===== src/rtl/dclcg_pkg.sv =====
// -----------------------------------------------------------------------------
// dclcg_pkg
// Shared definitions for the dual-CLCG output combiner.
//   - state_e      : combiner FSM states (idle, warm-up discard, bit generation)
//   - DEF_DATA_W   : default width of each LCG state word
//   - DEF_WORD_W   : default number of random bits per output word
//   - Z_MAX_W      : widest LCG state accepted by calc_z (callers zero-extend)
//   - calc_z()     : Z = (x1 > x2) xor (y1 > y2), unsigned and strict
// -----------------------------------------------------------------------------
package dclcg_pkg;

    localparam int DEF_DATA_W = 4;
    localparam int DEF_WORD_W = 8;
    localparam int Z_MAX_W    = 32;

    typedef enum logic [1:0] {
        ST_IDLE   = 2'd0,
        ST_WARMUP = 2'd1,
        ST_RUN    = 2'd2
    } state_e;

    // Operands arrive zero-extended to Z_MAX_W, so the magnitude compare is
    // unsigned for any DATA_W up to Z_MAX_W. Equal operands compare to 0.
    function automatic logic calc_z(
        input logic [Z_MAX_W-1:0] x1,
        input logic [Z_MAX_W-1:0] x2,
        input logic [Z_MAX_W-1:0] y1,
        input logic [Z_MAX_W-1:0] y2
    );
        logic b;
        logic c;
        b = (x1 > x2);
        c = (y1 > y2);
        return b ^ c;
    endfunction

endpackage


===== src/rtl/dclcg_packer.sv =====
// -----------------------------------------------------------------------------
// dclcg_packer
// Packs Z bits into WORD_W-bit words and presents them on a valid/ready port.
// The first bit of a word ends up in the MSB.
//
// Ports:
//   clk1        in   system clock, rising edge
//   rst         in   asynchronous active-high reset
//   start       in   low discards the partial word (bit counter + shift reg)
//   z           in   Z bit of the accepted sample
//   z_valid     in   a RUN-state sample was accepted this cycle
//   rnd_ready   in   consumer takes rnd_word
//   stall       out  the final bit of a word cannot be stored yet
//   rnd_word    out  completed random word
//   rnd_valid   out  rnd_word is valid
//   bit_out     out  last Z bit produced
//   bit_strobe  out  one-cycle pulse when bit_out updates
//   word_cnt    out  words loaded into rnd_word since reset (wraps)
// -----------------------------------------------------------------------------
module dclcg_packer
    import dclcg_pkg::*;
#(
    parameter int WORD_W = DEF_WORD_W,
    parameter int CNT_W  = 16
) (
    input  logic              clk1,
    input  logic              rst,
    input  logic              start,
    input  logic              z,
    input  logic              z_valid,
    input  logic              rnd_ready,
    output logic              stall,
    output logic [WORD_W-1:0] rnd_word,
    output logic              rnd_valid,
    output logic              bit_out,
    output logic              bit_strobe,
    output logic [CNT_W-1:0]  word_cnt
);

    localparam int BIT_W = (WORD_W > 2) ? $clog2(WORD_W) : 1;
    localparam logic [BIT_W-1:0] BIT_LAST = BIT_W'(WORD_W - 1);

    // The shift register only holds the WORD_W-1 bits that precede the
    // final bit; the final bit goes straight into rnd_word with them.
    logic [WORD_W-2:0] sh_q,        sh_d;
    logic [BIT_W-1:0]  bit_cnt_q,   bit_cnt_d;
    logic [WORD_W-1:0] rnd_word_q,  rnd_word_d;
    logic              rnd_valid_q, rnd_valid_d;
    logic              bit_out_q,   bit_out_d;
    logic              bit_strobe_q, bit_strobe_d;
    logic [CNT_W-1:0]  word_cnt_q,  word_cnt_d;

    logic              last_bit;
    logic [WORD_W-1:0] full_word;

    assign last_bit  = (bit_cnt_q == BIT_LAST);
    assign full_word = {sh_q, z};

    // The last bit of a word must wait while the previous word is still
    // unread, so it is stalled upstream rather than dropped here.
    assign stall = last_bit & rnd_valid_q & ~rnd_ready;

    always_comb begin
        // NOTE: every variable gets its hold value first so that no path
        // through the branches below leaves it unassigned (no latch).
        sh_d         = sh_q;
        bit_cnt_d    = bit_cnt_q;
        rnd_word_d   = rnd_word_q;
        rnd_valid_d  = rnd_valid_q;
        bit_out_d    = bit_out_q;
        bit_strobe_d = 1'b0;
        word_cnt_d   = word_cnt_q;

        if (rnd_valid_q && rnd_ready) begin
            rnd_valid_d = 1'b0;
        end

        if (!start) begin
            sh_d      = '0;
            bit_cnt_d = '0;
        end else if (z_valid) begin
            bit_out_d    = z;
            bit_strobe_d = 1'b1;
            sh_d         = full_word[WORD_W-2:0];
            if (last_bit) begin
                // A load in the same cycle as a handshake keeps rnd_valid high.
                rnd_word_d  = full_word;
                rnd_valid_d = 1'b1;
                word_cnt_d  = word_cnt_q + 1'b1;
                bit_cnt_d   = '0;
            end else begin
                bit_cnt_d = bit_cnt_q + 1'b1;
            end
        end
    end

    // NOTE: the data registers (shift register, rnd_word) are reset along
    // with the control state so every output is defined the moment rst rises.
    always_ff @(posedge clk1 or posedge rst) begin
        if (rst) begin
            sh_q         <= '0;
            bit_cnt_q    <= '0;
            rnd_word_q   <= '0;
            rnd_valid_q  <= 1'b0;
            bit_out_q    <= 1'b0;
            bit_strobe_q <= 1'b0;
            word_cnt_q   <= '0;
        end else begin
            sh_q         <= sh_d;
            bit_cnt_q    <= bit_cnt_d;
            rnd_word_q   <= rnd_word_d;
            rnd_valid_q  <= rnd_valid_d;
            bit_out_q    <= bit_out_d;
            bit_strobe_q <= bit_strobe_d;
            word_cnt_q   <= word_cnt_d;
        end
    end

    assign rnd_word   = rnd_word_q;
    assign rnd_valid  = rnd_valid_q;
    assign bit_out    = bit_out_q;
    assign bit_strobe = bit_strobe_q;
    assign word_cnt   = word_cnt_q;

endmodule


===== src/rtl/dclcg_combiner.sv =====
// -----------------------------------------------------------------------------
// dclcg_combiner
// Output stage of the modified dual-CLCG generator. Each accepted sample of
// the four LCG states yields Z = (x1 > x2) xor (y1 > y2); after a warm-up run
// of WARMUP discarded samples, Z bits are packed into WORD_W-bit words.
//
// Ports:
//   clk1          in   system clock, rising edge
//   rst           in   asynchronous active-high reset
//   start         in   level: high = generate, low = return to IDLE
//   sample_valid  in   x1/x2/y1/y2 hold a fresh LCG sample
//   x1, x2        in   CLCG-1 LCG A / LCG B states
//   y1, y2        in   CLCG-2 LCG A / LCG B states
//   sample_ready  out  sample accepted when sample_valid is also high
//   rnd_word      out  completed random word
//   rnd_valid     out  rnd_word is valid
//   rnd_ready     in   consumer takes rnd_word
//   bit_out       out  last Z bit produced
//   bit_strobe    out  one-cycle pulse when bit_out updates
//   word_cnt      out  words loaded since reset
//   busy          out  FSM is not IDLE
// -----------------------------------------------------------------------------
module dclcg_combiner
    import dclcg_pkg::*;
#(
    parameter int DATA_W = DEF_DATA_W,
    parameter int WORD_W = DEF_WORD_W,
    parameter int WARMUP = 4,
    parameter int CNT_W  = 16
) (
    input  logic              clk1,
    input  logic              rst,
    input  logic              start,
    input  logic              sample_valid,
    input  logic [DATA_W-1:0] x1,
    input  logic [DATA_W-1:0] x2,
    input  logic [DATA_W-1:0] y1,
    input  logic [DATA_W-1:0] y2,
    output logic              sample_ready,
    output logic [WORD_W-1:0] rnd_word,
    output logic              rnd_valid,
    input  logic              rnd_ready,
    output logic              bit_out,
    output logic              bit_strobe,
    output logic [CNT_W-1:0]  word_cnt,
    output logic              busy
);

    localparam int WARM_W    = (WARMUP > 1) ? $clog2(WARMUP) : 1;
    localparam int WARM_LAST = (WARMUP > 0) ? (WARMUP - 1) : 0;

    state_e            state_q, state_d;
    logic [WARM_W-1:0] warm_cnt_q, warm_cnt_d;

    logic accept;
    logic z;
    logic z_valid;
    logic stall;

    assign accept = sample_valid & sample_ready;

    assign z = calc_z(Z_MAX_W'(x1), Z_MAX_W'(x2), Z_MAX_W'(y1), Z_MAX_W'(y2));

    // start=0 wins over a same-cycle accept: no bit is recorded.
    assign z_valid = accept & start & (state_q == ST_RUN);

    // State register
    // NOTE: clocked state uses non-blocking assignments so every flop samples
    // its pre-edge inputs; combinational processes use blocking assignments.
    always_ff @(posedge clk1 or posedge rst) begin
        if (rst) begin
            state_q    <= ST_IDLE;
            warm_cnt_q <= '0;
        end else begin
            state_q    <= state_d;
            warm_cnt_q <= warm_cnt_d;
        end
    end

    // Next-state logic, including warm-up progress
    always_comb begin
        state_d    = state_q;
        warm_cnt_d = warm_cnt_q;

        unique case (state_q)
            ST_IDLE: begin
                warm_cnt_d = '0;
                if (start) begin
                    state_d = (WARMUP > 0) ? ST_WARMUP : ST_RUN;
                end
            end

            ST_WARMUP: begin
                if (!start) begin
                    state_d    = ST_IDLE;
                    warm_cnt_d = '0;
                end else if (accept) begin
                    if (warm_cnt_q == WARM_W'(WARM_LAST)) begin
                        state_d    = ST_RUN;
                        warm_cnt_d = '0;
                    end else begin
                        warm_cnt_d = warm_cnt_q + 1'b1;
                    end
                end
            end

            ST_RUN: begin
                if (!start) begin
                    state_d = ST_IDLE;
                end
            end

            default: begin
                state_d    = ST_IDLE;
                warm_cnt_d = '0;
            end
        endcase
    end

    // Output logic
    always_comb begin
        sample_ready = 1'b0;
        busy         = (state_q != ST_IDLE);

        unique case (state_q)
            ST_IDLE:   sample_ready = 1'b0;
            ST_WARMUP: sample_ready = 1'b1;
            ST_RUN:    sample_ready = ~stall;
            default:   sample_ready = 1'b0;
        endcase
    end

    dclcg_packer #(
        .WORD_W (WORD_W),
        .CNT_W  (CNT_W)
    ) u_packer (
        .clk1       (clk1),
        .rst        (rst),
        .start      (start),
        .z          (z),
        .z_valid    (z_valid),
        .rnd_ready  (rnd_ready),
        .stall      (stall),
        .rnd_word   (rnd_word),
        .rnd_valid  (rnd_valid),
        .bit_out    (bit_out),
        .bit_strobe (bit_strobe),
        .word_cnt   (word_cnt)
    );

endmodule


===== config.mk =====
export PLATFORM = sky130hd
export DESIGN_NAME = dclcg_combiner
export DESIGN_NICKNAME = d
export VERILOG_FILES = /design/src/rtl/dclcg_pkg.sv /design/src/rtl/dclcg_packer.sv /design/src/rtl/dclcg_combiner.sv
export SDC_FILE = /design/constraint.sdc
export NUM_CORES = 1
export LEC_CHECK = 0
export ABC_AREA = 1
export CAP_MARGIN = 0
export CORE_MARGIN = 10
export CORE_UTILIZATION = 40
export DETAILED_ROUTE_END_ITERATION = 8
export MAX_ROUTING_LAYER = met4
export PLACE_DENSITY = 0.68
export SYNTH_ARGS = -nofsm -noshare
export SYNTH_HDL_FRONTEND = slang
export SYNTH_HIERARCHICAL = 1
export SYNTH_SLANG_ARGS = --single-unit

===== constraint.sdc =====
create_clock -name clk1 -period 2.8 [get_ports clk1]
set_clock_uncertainty 0.1 [all_clocks]
set_input_delay 0.28 -clock clk1 [delete_from_list [all_inputs] [get_ports clk1]]
set_output_delay 0.28 -clock clk1 [all_outputs]
set_load 0.01 [all_outputs]

Yosys cells after proc, flatten, opt, wreduce, memory -nomap -nowiden. Index checks and enable logic that the tools add are counted. W data, S select, Z words.

Output and inout port bits: 29. Flip-flop bits (word level): 41. Bits of input ports: 21. Word-level logic and storage cells: 61.

Muxes and demuxes: 22. Reductions and logical operators: 7. Eq/ne operators: 9. $add $sub $neg: 3. Magnitude comparators: 2. Bitwise gates (word level): 9.

Operators with widths (count): $add A16 B1 Y16 const B (1); $mux W2 (8); $mux W7 (2); $mux W3 (3); $gt A4 B4 Y1 (2); $mux W1 (6); $ne A3 B3 Y1 const B (2); $pmux W2 S3 (1); $and A1 B1 Y1 (5); $eq A2 B2 Y1 const B (2); $ne A2 B2 Y1 const B (2); $pmux W2 S2 (1); $reduce_and A2 Y1 (2); $reduce_and A4 Y1 (1); $add A3 B1 Y3 const B (1); $eq A3 B3 Y1 const B (1); $not A1 Y1 (3); $reduce_and A3 Y1 (1); $add A2 B1 Y2 const B (1); $eq A2 B1 Y1 const B (1); $logic_not A2 Y1 (1); $ne A2 B1 Y1 const B (1); $pmux W1 S2 (1); $reduce_bool A2 Y1 (1); 2 further kinds (2).

Depth between registers and ports, before layout. Gate-level depths: netlist (run 1).

Word-level depth: 10. Mapped depth: 14. Gate-level depth less buffers: 14.

Hierarchy. The synthesis (run 1) kept the hierarchy.

By module, submodules not included: dclcg_packer (times used 1, cells an instance 182, area an instance 1659.1 um^2, sequential area each 925.9 um^2); dclcg_combiner (times used 1, cells an instance 89, area an instance 568.0 um^2, sequential area each 100.1 um^2).

Worst setup path before layout (run 1). Ideal clock, no wire load.

Kind: reg-to-reg. Start point: register u_packer.bit_cnt_q[0]. End point: register u_packer.word_cnt_q[12], in the netlist u_packer/word_cnt[12]. Path buffers: 1. Library setup time: 117 ps. Stages on the path, launching flop included: 14. Data arrival time: 2278 ps. Clock period less this slack: 2495 ps. Data required time: 2583 ps. Path slack: 305 ps. Path through: dfrtp_1 > ha_1 > ha_1 > inv_1 > nor2_1 > nor2_1 > nor2_1 > nor4_1 > nand3_4 > buf_6 > nor3_4 > nand2_1 > nand2_1 > nand2_1.

Word-level cells in the longest chain between the ends: 9.

Ends and longest elaborated chain: start: declaration (RTL line dclcg_packer.sv:46) `logic [BIT_W-1:0] bit_cnt_q, bit_cnt_d;`; start signal: assignment (RTL line dclcg_packer.sv:110) `bit_cnt_q <= bit_cnt_d;`; $eq A3 B3 Y1 (RTL line dclcg_packer.sv:56) `assign last_bit = (bit_cnt_q == BIT_LAST);`; $and A1 B1 Y1 (2 in series) (RTL line dclcg_packer.sv:61) `assign stall = last_bit & rnd_valid_q & ~rnd_ready;`; named net stall (RTL line dclcg_combiner.sv:58) `logic stall;`; $not A1 Y1 (RTL line dclcg_combiner.sv:128) `ST_RUN: sample_ready = ~stall;`; $pmux W1 S2 (RTL line dclcg_combiner.sv:125) `unique case (state_q)`; $and A1 B1 Y1 (RTL line dclcg_combiner.sv:60) `assign accept = sample_valid & sample_ready;`; $and A1 B1 Y1 (2 in series) (RTL line dclcg_combiner.sv:65) `assign z_valid = accept & start & (state_q == ST_RUN);`; named net z_valid (RTL line dclcg_combiner.sv:57) `logic z_valid;`; $reduce_and A3 Y1 (no line); end signal: assignment (RTL line dclcg_packer.sv:115) `word_cnt_q <= word_cnt_d;`; end: declaration (RTL line dclcg_packer.sv:51) `logic [CNT_W-1:0] word_cnt_q, word_cnt_d;`.

The timed path passes the listed nets, and every way through them passes these cells. A chain may end at the register's enable or synchronous reset.

Worst setup path in the final report (run 1).
Start point: register u_packer.bit_cnt_q[0]. End point: output port sample_ready.

Word-level cells in the longest chain between the ends: 5.

Ends and longest elaborated chain: $eq A3 B3 Y1 (RTL line dclcg_packer.sv:56); $and A1 B1 Y1 (2 in series) (RTL line dclcg_packer.sv:61); named net stall (RTL line dclcg_combiner.sv:58); $not A1 Y1 (RTL line dclcg_combiner.sv:128); $pmux W1 S2 (RTL line dclcg_combiner.sv:125); end: declaration (RTL line dclcg_combiner.sv:39) `output logic sample_ready,`.

The timed path passes the listed nets, and every way through them passes these cells.

==> results of run 1 <==
-- what timing repair did --
action,4_1_cts,5_1_grt
endpoints found under the setup margin,0,1
resized for setup,0,1
hold buffers,0,0
-- flip-flops by register name (all words and copies together) (netlist names), 2 cells and up --
register,count
u_packer/sh_q,7
state_q,2
u_packer/rnd_word,8
warm_cnt_q,2
u_packer/word_cnt,16
u_packer/bit_cnt_q,3
-- final cells by class --
| type | count | area (µm²) | share of cell area (%) |
|---|---|---|---|
| clock buffer | 7 | 86.3 | 2.94 |
| multi-input combinational | 179 | 1000 | 34.2 |
| clock inverter | 1 | 30.0 | 1.02 |
| tap | 72 | 90.1 | 3.07 |
| sequential | 41 | 1030 | 34.9 |
| timing repair buffer | 53 | 520 | 17.7 |
| inverter | 48 | 180 | 6.13 |
-- cells in the mapped netlist, drive strengths merged --
| cell | number |
|---|---|
| nand2 | 86 |
| ha | 16 |
| nand4 | 2 |
| o21ai | 11 |
| o211ai | 1 |
| buf | 3 |
| nand3 | 17 |
| dfrtp | 41 |
| xnor2 | 4 |
| nand3b | 3 |
| nor4 | 1 |
| a21oi | 4 |
| o31ai | 1 |
| inv | 48 |
| o22ai | 5 |
| nor2 | 19 |
| nor3 | 4 |
| xor2 | 5 |
-- worst register-to-register path, stage by stage, from the launching register on --
cell,delay [ns]
dfrtp_1,0.40
ha_1,0.20
ha_1,0.23
inv_1,0.15
nor2_1,0.06
nor2_1,0.11
nor2_1,0.06
nor4_1,0.18
buf_4,0.19
nand3_4,0.14
nor2_1,0.29
nand3_1,0.15
xnor2_1,0.15
-- kinds of logic after synthesis --
logic type	Yosys count
and+or+nand+nor	132
DFF	41
buffers and inverters	51
adders and majority gates	16
AOI/OAI and AO/OA	22
xor gates and xnor gates	9
-- per-layer routing --
layer,up-vias,track usage [%],wire (µm)
li1,962,-,-
met1,862,13.6,2160
met2,52,18.5,2200
met3,5,3.89,346
met4,0,3.99,59
met5,-,-,0
-- layout by cell type, fill, tap and decap left out, types with 3 or more instances in the layout --
master / count
nor2_1: 14
nand3b_1: 3
buf_4: 4
ha_1: 16
nand3_1: 16
o21ai_1: 7
o21ai_0: 4
dfrtp_1: 41
a21oi_1: 4
nand2_1: 83
xnor2_1: 4
clkdlybuf4s50_1: 49
o22ai_1: 5
inv_1: 48
clkbuf_8: 6
nand2_2: 3
xor2_1: 5
nor2_2: 3
-- where the power goes --
| part | leakage (nW) | switching (mW) | internal, mW |
|---|---|---|---|
| Sequential | 0.559 | 0.0200 | 0.618 |
| Clock | 0.0585 | 0.196 | 0.291 |
| Combinational | 0.879 | 0.171 | 0.136 |
| Total | 1.50 | 0.386 | 1.05 |
-- worst paths after layout --
path                                  startpoint                   end  slack (ns)
setup / recovery           u_packer/bit_cnt_q[0]          sample_ready        0.23
hold / removal                               rst         warm_cnt_q[0]        0.10
setup reg to reg           u_packer/bit_cnt_q[0]  u_packer/word_cnt[8]        0.28
hold reg to reg             u_packer/rnd_word[7]  u_packer/rnd_word[7]        0.39
max in group asynchronous                    rst  u_packer/rnd_word[1]        1.95
min in group clk1           u_packer/rnd_word[7]  u_packer/rnd_word[7]        0.39
==> impl_metrics.py, run 1 <==
metrics = {
    "global_route": {
        "grt_remaining_overflow": 0,
        "antenna_found_initial": 0,
        "grt_pass1_wl_um": 8220,
        "grt_use_total_pct": 11.7,
        "grt_max_degree": 38,
        "grt_pass1_vias": 1857,
    },
    "die": {
        "die_area_mm2": 0.00895,
        "initial_core_util_pct": 40.9,
        "io_pins": 50,
        "placementRows": 27,
        "die_w_um": 94.6,
        "core_area_mm2": 0.00544,
        "die_y_um": 94.6,
    },
    "clock_network": {
        "post-cts-setup-buffers": 0,
        "clk_pin_slew_ns": 0.07,
        "cts_tree": "yes",
        "htreeDepth": 2,
        "cts_root_buf": "clkbuf_8",
        "clock_latency_ns": 0.29,
        "clockBufferDepth": 2,
        "cts.sink_count": 41,
        "cts_buffers": 5,
    },
    "route": {
        "num_vias": 1881,
        "avgViaCountPerCell": 4.69,
        "wl_um": 4760,
        "wl_per_cell_um": 11.9,
        "drt_iter0_markers": 76,
        "drt_pass1_iterations": 4,
        "drc": 0,
        "drtAntennaViolNets": 0,
    },
    "sta": {
        "post-route-period-util_pct": 91.9,
        "worst_slew_pin_slew_ns": 0.463,
        "fmax_mhz": 388,
        "report.final.slew_viol_count": 0,
        "min_period_ns": 2.57,
        "slew_headroom_pct": 69.1,
        "grt_setup_unrepaired": "false",
        "hold_slack_ns": 0.105,
        "setup_viol": 0,
        "finalHoldViolations": 0,
        "finalSetupTns_ns": 0,
        "timing.final.ws_setup_ns": 0.226,
    },
    "cells_and_area": {
        "diodes": 0,
        "fillers": 522,
        "fin_cells": 401,
        "fin_util_pct": 54.0,
        "fin_area_mm2": 0.00294,
        "area_delta_synth_final_pct": 31.9,
        "nets": 365,
        "drive_gt1_share_pct": 6.99,
    },
    "pwr": {
        "peakVddDrop_mv": 0.252,
        "p_total_mw": 1.43,
        "power.density_mw_per_mm2": 487,
        "p_leak_nw": 1.50,
    },
    "synthesis": {
        "ys_top_cells_by_area": "dfrtp_1 46%, nand2_1 14%, ha_1 9.0%",
        "muxShareOfSynthArea_pct": 0,
        "ys_seq_area_share_pct": 46.1,
        "yosys.area.top_type": "dfrtp_1",
        "syn-num-nets": 308,
        "synthCells": 271,
        "synth_area_per_cell_um2": 8.22,
        "ys_seq_elements": 41,
        "synth_top_family_by_area": "simple AND/OR/NAND/NOR gates",
        "synthAdderAreaFrac_pct": 8.99,
        "synth_compound_area_share_pct": 5.67,
        "synthSimpleGateAreaFrac_pct": 26.7,
        "synth_top_cell_area_share_pct": 46.1,
        "synth_cell_types": 26,
        "synth-xor-area-share_pct": 3.54,
        "syn_area_mm2": 0.00223,
        "yosysWarnings": 6,
    },
    "setup_path": {
        "crit_type": "reg -> out",
        "path_cells": "ha_1, ha_1, inv_1, nor2_1, nor2_1, nor2_1, nor2_1, clkdlybuf4s50_1",
        "crit_buf_inv": 2,
        "cp.depth": 8,
        "cp_common_cell": "nor2_1",
        "cpPeakStageDelay_ns": 0.56,
        "crit_arrival_ns": 2.19,
        "critPathTopFamily": "buffers and inverters",
        "cp_max_fo": 3,
        "reg2reg_depth": 12,
        "start_kind": "flip-flop",
        "endpoint_kind": "output port",
        "crit_path_top_delay_cell": "clkdlybuf4s50_1",
        "required_ns": 2.42,
    },
    "placed_design": {
        "placed_area_mm2": 0.00282,
        "gp_congestion": 0.856,
        "place_ws_ns": 0.286,
        "numPlacedInstances": 393,
        "dp_hpwl_um": 3820,
        "port_buffers": 49,
    },
    "job": {
        "cap_violations": 0,
    },
    "run_status": {
        "status": "completed",
    },
    "min_path": {
        "hold_path_class": "in -> async",
    },
}
No activity file was read; power rests on OpenSTA's default activity.
==> inputs of run 2 (changes only) <==
- CORE_MARGIN: 10 -> 2
==> impl_metrics.py, run 2 (synthesis results as in run 1) <==
metrics = {
    "global_route": {
        "grt_use_total_pct": 15.4,
        "antenna_found_initial": 0,
        "grt_remaining_overflow": 0,
        "grt_max_degree": 38,
        "grt_pass1_wl_um": 7290,
        "grt_pass1_vias": 1742,
    },
    "clock_network": {
        "clock_latency_ns": 0.29,
        "cts_root_buf": "clkbuf_8",
        "cts_tree": "yes",
        "cts_resized": 0,
        "cts.sink_count": 41,
        "cts_hold_buf": 0,
        "htreeDepth": 2,
        "clk_pin_slew_ns": 0.08,
        "clockBufferDepth": 2,
        "post-cts-setup-buffers": 0,
        "cts_buffers": 5,
    },
    "sta": {
        "setup_viol": 0,
        "finalSetupTns_ns": 0,
        "grt_setup_unrepaired": "false",
        "slew_headroom_pct": 69.2,
        "finalHoldViolations": 0,
        "post-route-period-util_pct": 90.0,
        "fmax_mhz": 397,
        "report.final.slew_viol_count": 0,
        "min_period_ns": 2.52,
        "worst_slew_pin_slew_ns": 0.462,
    },
    "setup_path": {
        "crit_arrival_ns": 2.61,
        "cp.depth": 15,
        "crit_buf_inv": 2,
        "path_cells": "ha_1, ha_1, inv_1, nor2_1, nor2_1, nor2_1, nor4_1, buf_4, nand2_2, nor2_2, nand2_1, nor2_2, nand2_1, nand2_1, nand2_1",
        "startpoint": "u_packer/bit_cnt_q[0]",
        "crit_path_top_delay_cell": "dfrtp_1",
        "required_ns": 2.89,
        "r2r_slack_ns": 0.28,
        "cpPeakStageDelay_ns": 0.40,
        "rr_endpoint": "u_packer/word_cnt[15]",
        "crit_type": "reg -> reg",
        "cp_common_cell": "nand2_1",
        "critPathTopFamily": "simple AND/OR/NAND/NOR gates",
        "reg2reg_depth": 15,
        "endpoint_kind": "flip-flop",
        "cp_max_fo": 11,
        "timing.rr.start": "u_packer/bit_cnt_q[0]",
        "start_kind": "flip-flop",
    },
    "die": {
        "placementRows": 27,
        "die_y_um": 78.6,
        "die_area_mm2": 0.00618,
        "die_w_um": 78.6,
        "io_pins": 50,
        "core_area_mm2": 0.00544,
        "initial_core_util_pct": 40.9,
    },
    "cells_and_area": {
        "fin_cells": 401,
        "area_delta_synth_final_pct": 31.7,
        "drive_gt1_share_pct": 6.99,
        "largest_reg_flops": 16,
        "layout_commonest_cell": "nand2_1",
        "diodes": 0,
        "layout_common_cells": "83 x nand2_1, 49 x clkdlybuf4s50_1, 48 x inv_1",
        "nets": 365,
    },
    "route": {
        "wl_um": 4300,
        "drt_iter0_markers": 54,
        "num_vias": 1851,
        "wl_per_cell_um": 10.7,
        "drtAntennaViolNets": 0,
        "drc": 0,
        "avgViaCountPerCell": 4.62,
        "drt_pass1_iterations": 4,
    },
    "pwr": {
        "switching_share_pct": 27.3,
        "p_leak_nw": 1.50,
        "power.density_mw_per_mm2": 491,
        "switchingPower_uw": 392,
        "p_seq_share_pct": 44.4,
        "p_int_mw": 1.05,
        "clock_power_share_pct": 34.2,
        "peakVddDrop_mv": 0.479,
        "comb_power_share_pct": 21.5,
    },
    "run_status": {
        "status": "completed",
    },
    "placed_design": {
        "gp_congestion": 0.882,
        "port_buffers": 49,
        "dp_hpwl_um": 3380,
        "numPlacedInstances": 393,
    },
    "min_path": {
        "hold_path_class": "in -> async",
    },
    "job": {
        "cap_violations": 0,
    },
}
[run 2: per-layer routing]
metal	wire [µm]	vias to the layer above	global-route usage (%)
met4	74	0	4.91
met2	2020	50	25.6
met3	229	7	4.37
met1	1980	834	17.9
met5	0	-	-
li1	-	960	-
[run 2: metrics by stage]
step           total power, mW  setup slack, ns  hold WS [ns]  area [µm²]  utilization, %
4_1_cts                   1.46            0.285        0.0944        2930            53.9
5_1_grt                   1.53           0.0812         0.102        2930            53.9
3_3_place_gp             0.951            0.434         0.370        2820            51.8
2_1_floorplan            0.838            0.305       -0.0539        2230               -
3_5_place_dp             0.960            0.326         0.374        2820            51.8
6_report                  1.44            0.279        0.0967        2930            53.9
[run 2: worst reg2reg max path, cell delays in order, from the launching register on]
cell and delay [ns]:
dfrtp_1 0.40, ha_1 0.20, ha_1 0.23, inv_1 0.13
nor2_1 0.06, nor2_1 0.10, nor2_1 0.06, nor4_1 0.20
buf_4 0.19, nand2_2 0.14, nor2_2 0.18, nand2_1 0.08
nor2_2 0.17, nand2_1 0.07, nand2_1 0.06, nand2_1 0.04
[run 2: cell type report]
cell class / instances / area, µm²
fill: 503 / 2510
tap: 72 / 90.1
timing repair buffer: 53 / 520
multi-input combinational: 179 / 1000
clock inverter: 1 / 30.0
sequential: 41 / 1030
clock buffer: 7 / 86.3
inverter: 48 / 180
[run 2: power groups by stage]
stage	registers, mW	clock network, mW	logic [mW]
CTS	0.639	0.506	0.312
detailed placement	0.650	0	0.310
global placement	0.649	0	0.302
floorplan	0.647	0	0.191
finish	0.639	0.492	0.309
global route	0.642	0.534	0.350
[run 2: worst max-delay path by stage]
stage	end	slack, ns
final	u_packer/word_cnt[15]	0.28
after CTS	sample_ready	0.29
after floorplan	u_packer/word_cnt[12]	0.31
after global routing	u_packer/word_cnt[15]	0.08
after global placement	u_packer/word_cnt[15]	0.43
after detailed placement	u_packer/word_cnt[15]	0.33
==> inputs of run 3 (changes only) <==
- PLACE_DENSITY: 0.68 -> unset
- PLACE_DENSITY_LB_ADDON: unset -> 0.2
==> impl_metrics.py, run 3 (synthesis results as in run 1) <==
metrics = {
    "global_route": {
        "use_met3_pct": 3.45,
        "grt_busiest_layer": "met2",
        "antenna_found_initial": 0,
        "grt_use_total_pct": 15.9,
        "grt_pass1_vias": 1792,
        "grt_pass1_wl_um": 7650,
        "grt_remaining_overflow": 0,
        "grt_util_met2_pct": 26.9,
        "use_met1_pct": 18.3,
        "grt_max_degree": 38,
    },
    "route": {
        "wl_per_cell_um": 10.8,
        "num_vias": 1874,
        "drtAntennaViolNets": 0,
        "drc": 0,
        "avgViaCountPerCell": 4.67,
        "drt_iter0_markers": 60,
        "wl_um": 4320,
        "drt_pass1_iterations": 4,
    },
    "cells_and_area": {
        "largest_reg_flops": 16,
        "diodes": 0,
        "drive_gt1_share_pct": 7.29,
        "multi_input_area_um2": 1000,
        "area_delta_synth_final_pct": 30.8,
        "nets": 365,
        "layout_commonest_cell": "nand2_1",
        "fillers": 530,
        "fin_cells": 401,
        "layout_common_cells": "83 x nand2_1, 49 x clkdlybuf4s50_1, 48 x inv_1",
        "fin_util_pct": 53.6,
        "seq_area_mm2": 0.00103,
    },
    "run_status": {
        "status": "completed",
    },
    "pwr": {
        "p_total_mw": 1.35,
        "power.density_mw_per_mm2": 464,
        "p_leak_nw": 1.49,
        "peakVddDrop_mv": 0.228,
    },
    "clock_network": {
        "cts_hold_buf": 0,
        "cts_root_buf": "clkbuf_8",
        "cts_tree": "yes",
        "clockBufferDepth": 2,
        "cts_resized": 0,
        "clock_latency_ns": 0.29,
        "post-cts-setup-buffers": 0,
        "clk_pin_slew_ns": 0.08,
        "cts.sink_count": 41,
        "htreeDepth": 2,
        "cts_buffers": 5,
    },
    "die": {
        "placementRows": 27,
        "io_pins": 50,
        "die_w_um": 78.6,
        "die_area_mm2": 0.00618,
        "initial_core_util_pct": 40.9,
        "die_y_um": 78.6,
        "core_area_mm2": 0.00544,
    },
    "sta": {
        "grt_setup_unrepaired": "false",
        "fmax_mhz": 396,
        "finalHoldViolations": 0,
        "finalSetupTns_ns": 0,
        "worst_slew_pin_slew_ns": 0.467,
        "report.final.slew_viol_count": 0,
        "post-route-period-util_pct": 90.2,
        "timing.final.ws_setup_ns": 0.275,
        "setup_viol": 0,
        "slew_headroom_pct": 68.9,
        "min_period_ns": 2.53,
    },
    "placed_design": {
        "numPlacedInstances": 393,
        "place_ws_ns": 0.330,
        "port_buffers": 49,
        "gp_congestion": 0.835,
        "dp_hpwl_um": 3350,
    },
    "min_path": {
        "hold_path_class": "in -> async",
    },
    "setup_path": {
        "reg2reg_depth": 15,
        "path_cells": "ha_1, ha_1, inv_1, nor2_1, nor2_1, nor2_1, nor2_1, clkdlybuf4s50_1",
        "cp_common_cell": "nor2_1",
        "cp_max_fo": 3,
        "required_ns": 2.42,
        "crit_path_top_delay_cell": "clkdlybuf4s50_1",
        "start_kind": "flip-flop",
        "crit_arrival_ns": 2.15,
        "cpPeakStageDelay_ns": 0.55,
        "crit_type": "reg -> out",
        "endpoint_kind": "output port",
    },
    "job": {
        "cap_violations": 0,
    },
}
[run 3: worst max-delay path, delay by kind of cell, from the launching register on]
kind	cells	cell delay [ns]
flops	1	0.40
fa+ha+maj	2	0.44
simple gates	4	0.35
buf+inv	2	0.67
[run 3: layout make-up]
type	instances	area share (%)
clock buffers	6	2.84
well taps	72	3.09
multi-input cells	179	34.3
clock inverters	2	0.473
flip-flops and latches	41	35.2
repair buffers	53	17.9
inverters	48	6.19
[run 3: worst paths after layout]
check                                 startpoint               endpoint  slack (ns)
setup reg to reg           u_packer/bit_cnt_q[0]  u_packer/word_cnt[15]        0.31
hold reg to reg                 u_packer/sh_q[6]   u_packer/rnd_word[7]        0.38
min in group clk1               u_packer/sh_q[6]   u_packer/rnd_word[7]        0.38
setup / recovery           u_packer/bit_cnt_q[0]           sample_ready        0.27
hold / removal                               rst          warm_cnt_q[0]        0.09
max in group asynchronous                    rst  u_packer/word_cnt[13]        1.95
[run 3: through the flow]
stage / hold slack, ns / cell area [µm²]
floorplan: -0.0539 / 2230
global placement: 0.359 / 2820
detailed placement: 0.358 / 2820
CTS: 0.0888 / 2910
global route: 0.108 / 2910
finish: 0.0905 / 2910
[run 3: power breakdown]
| part | switching (mW) | total, mW | internal (mW) |
|---|---|---|---|
| sequential | 0.0184 | 0.637 | 0.618 |
| clock | 0.207 | 0.407 | 0.200 |
| combinational | 0.170 | 0.308 | 0.138 |
[run 3: per-layer routing]
metal | part of all wire (%) | up-vias | wire length (µm)
li1 | - | 952 | -
met1 | 45 | 875 | 1940
met2 | 50 | 41 | 2150
met3 | 3.7 | 6 | 159
met4 | 1.7 | 0 | 74
met5 | 0 | - | 0
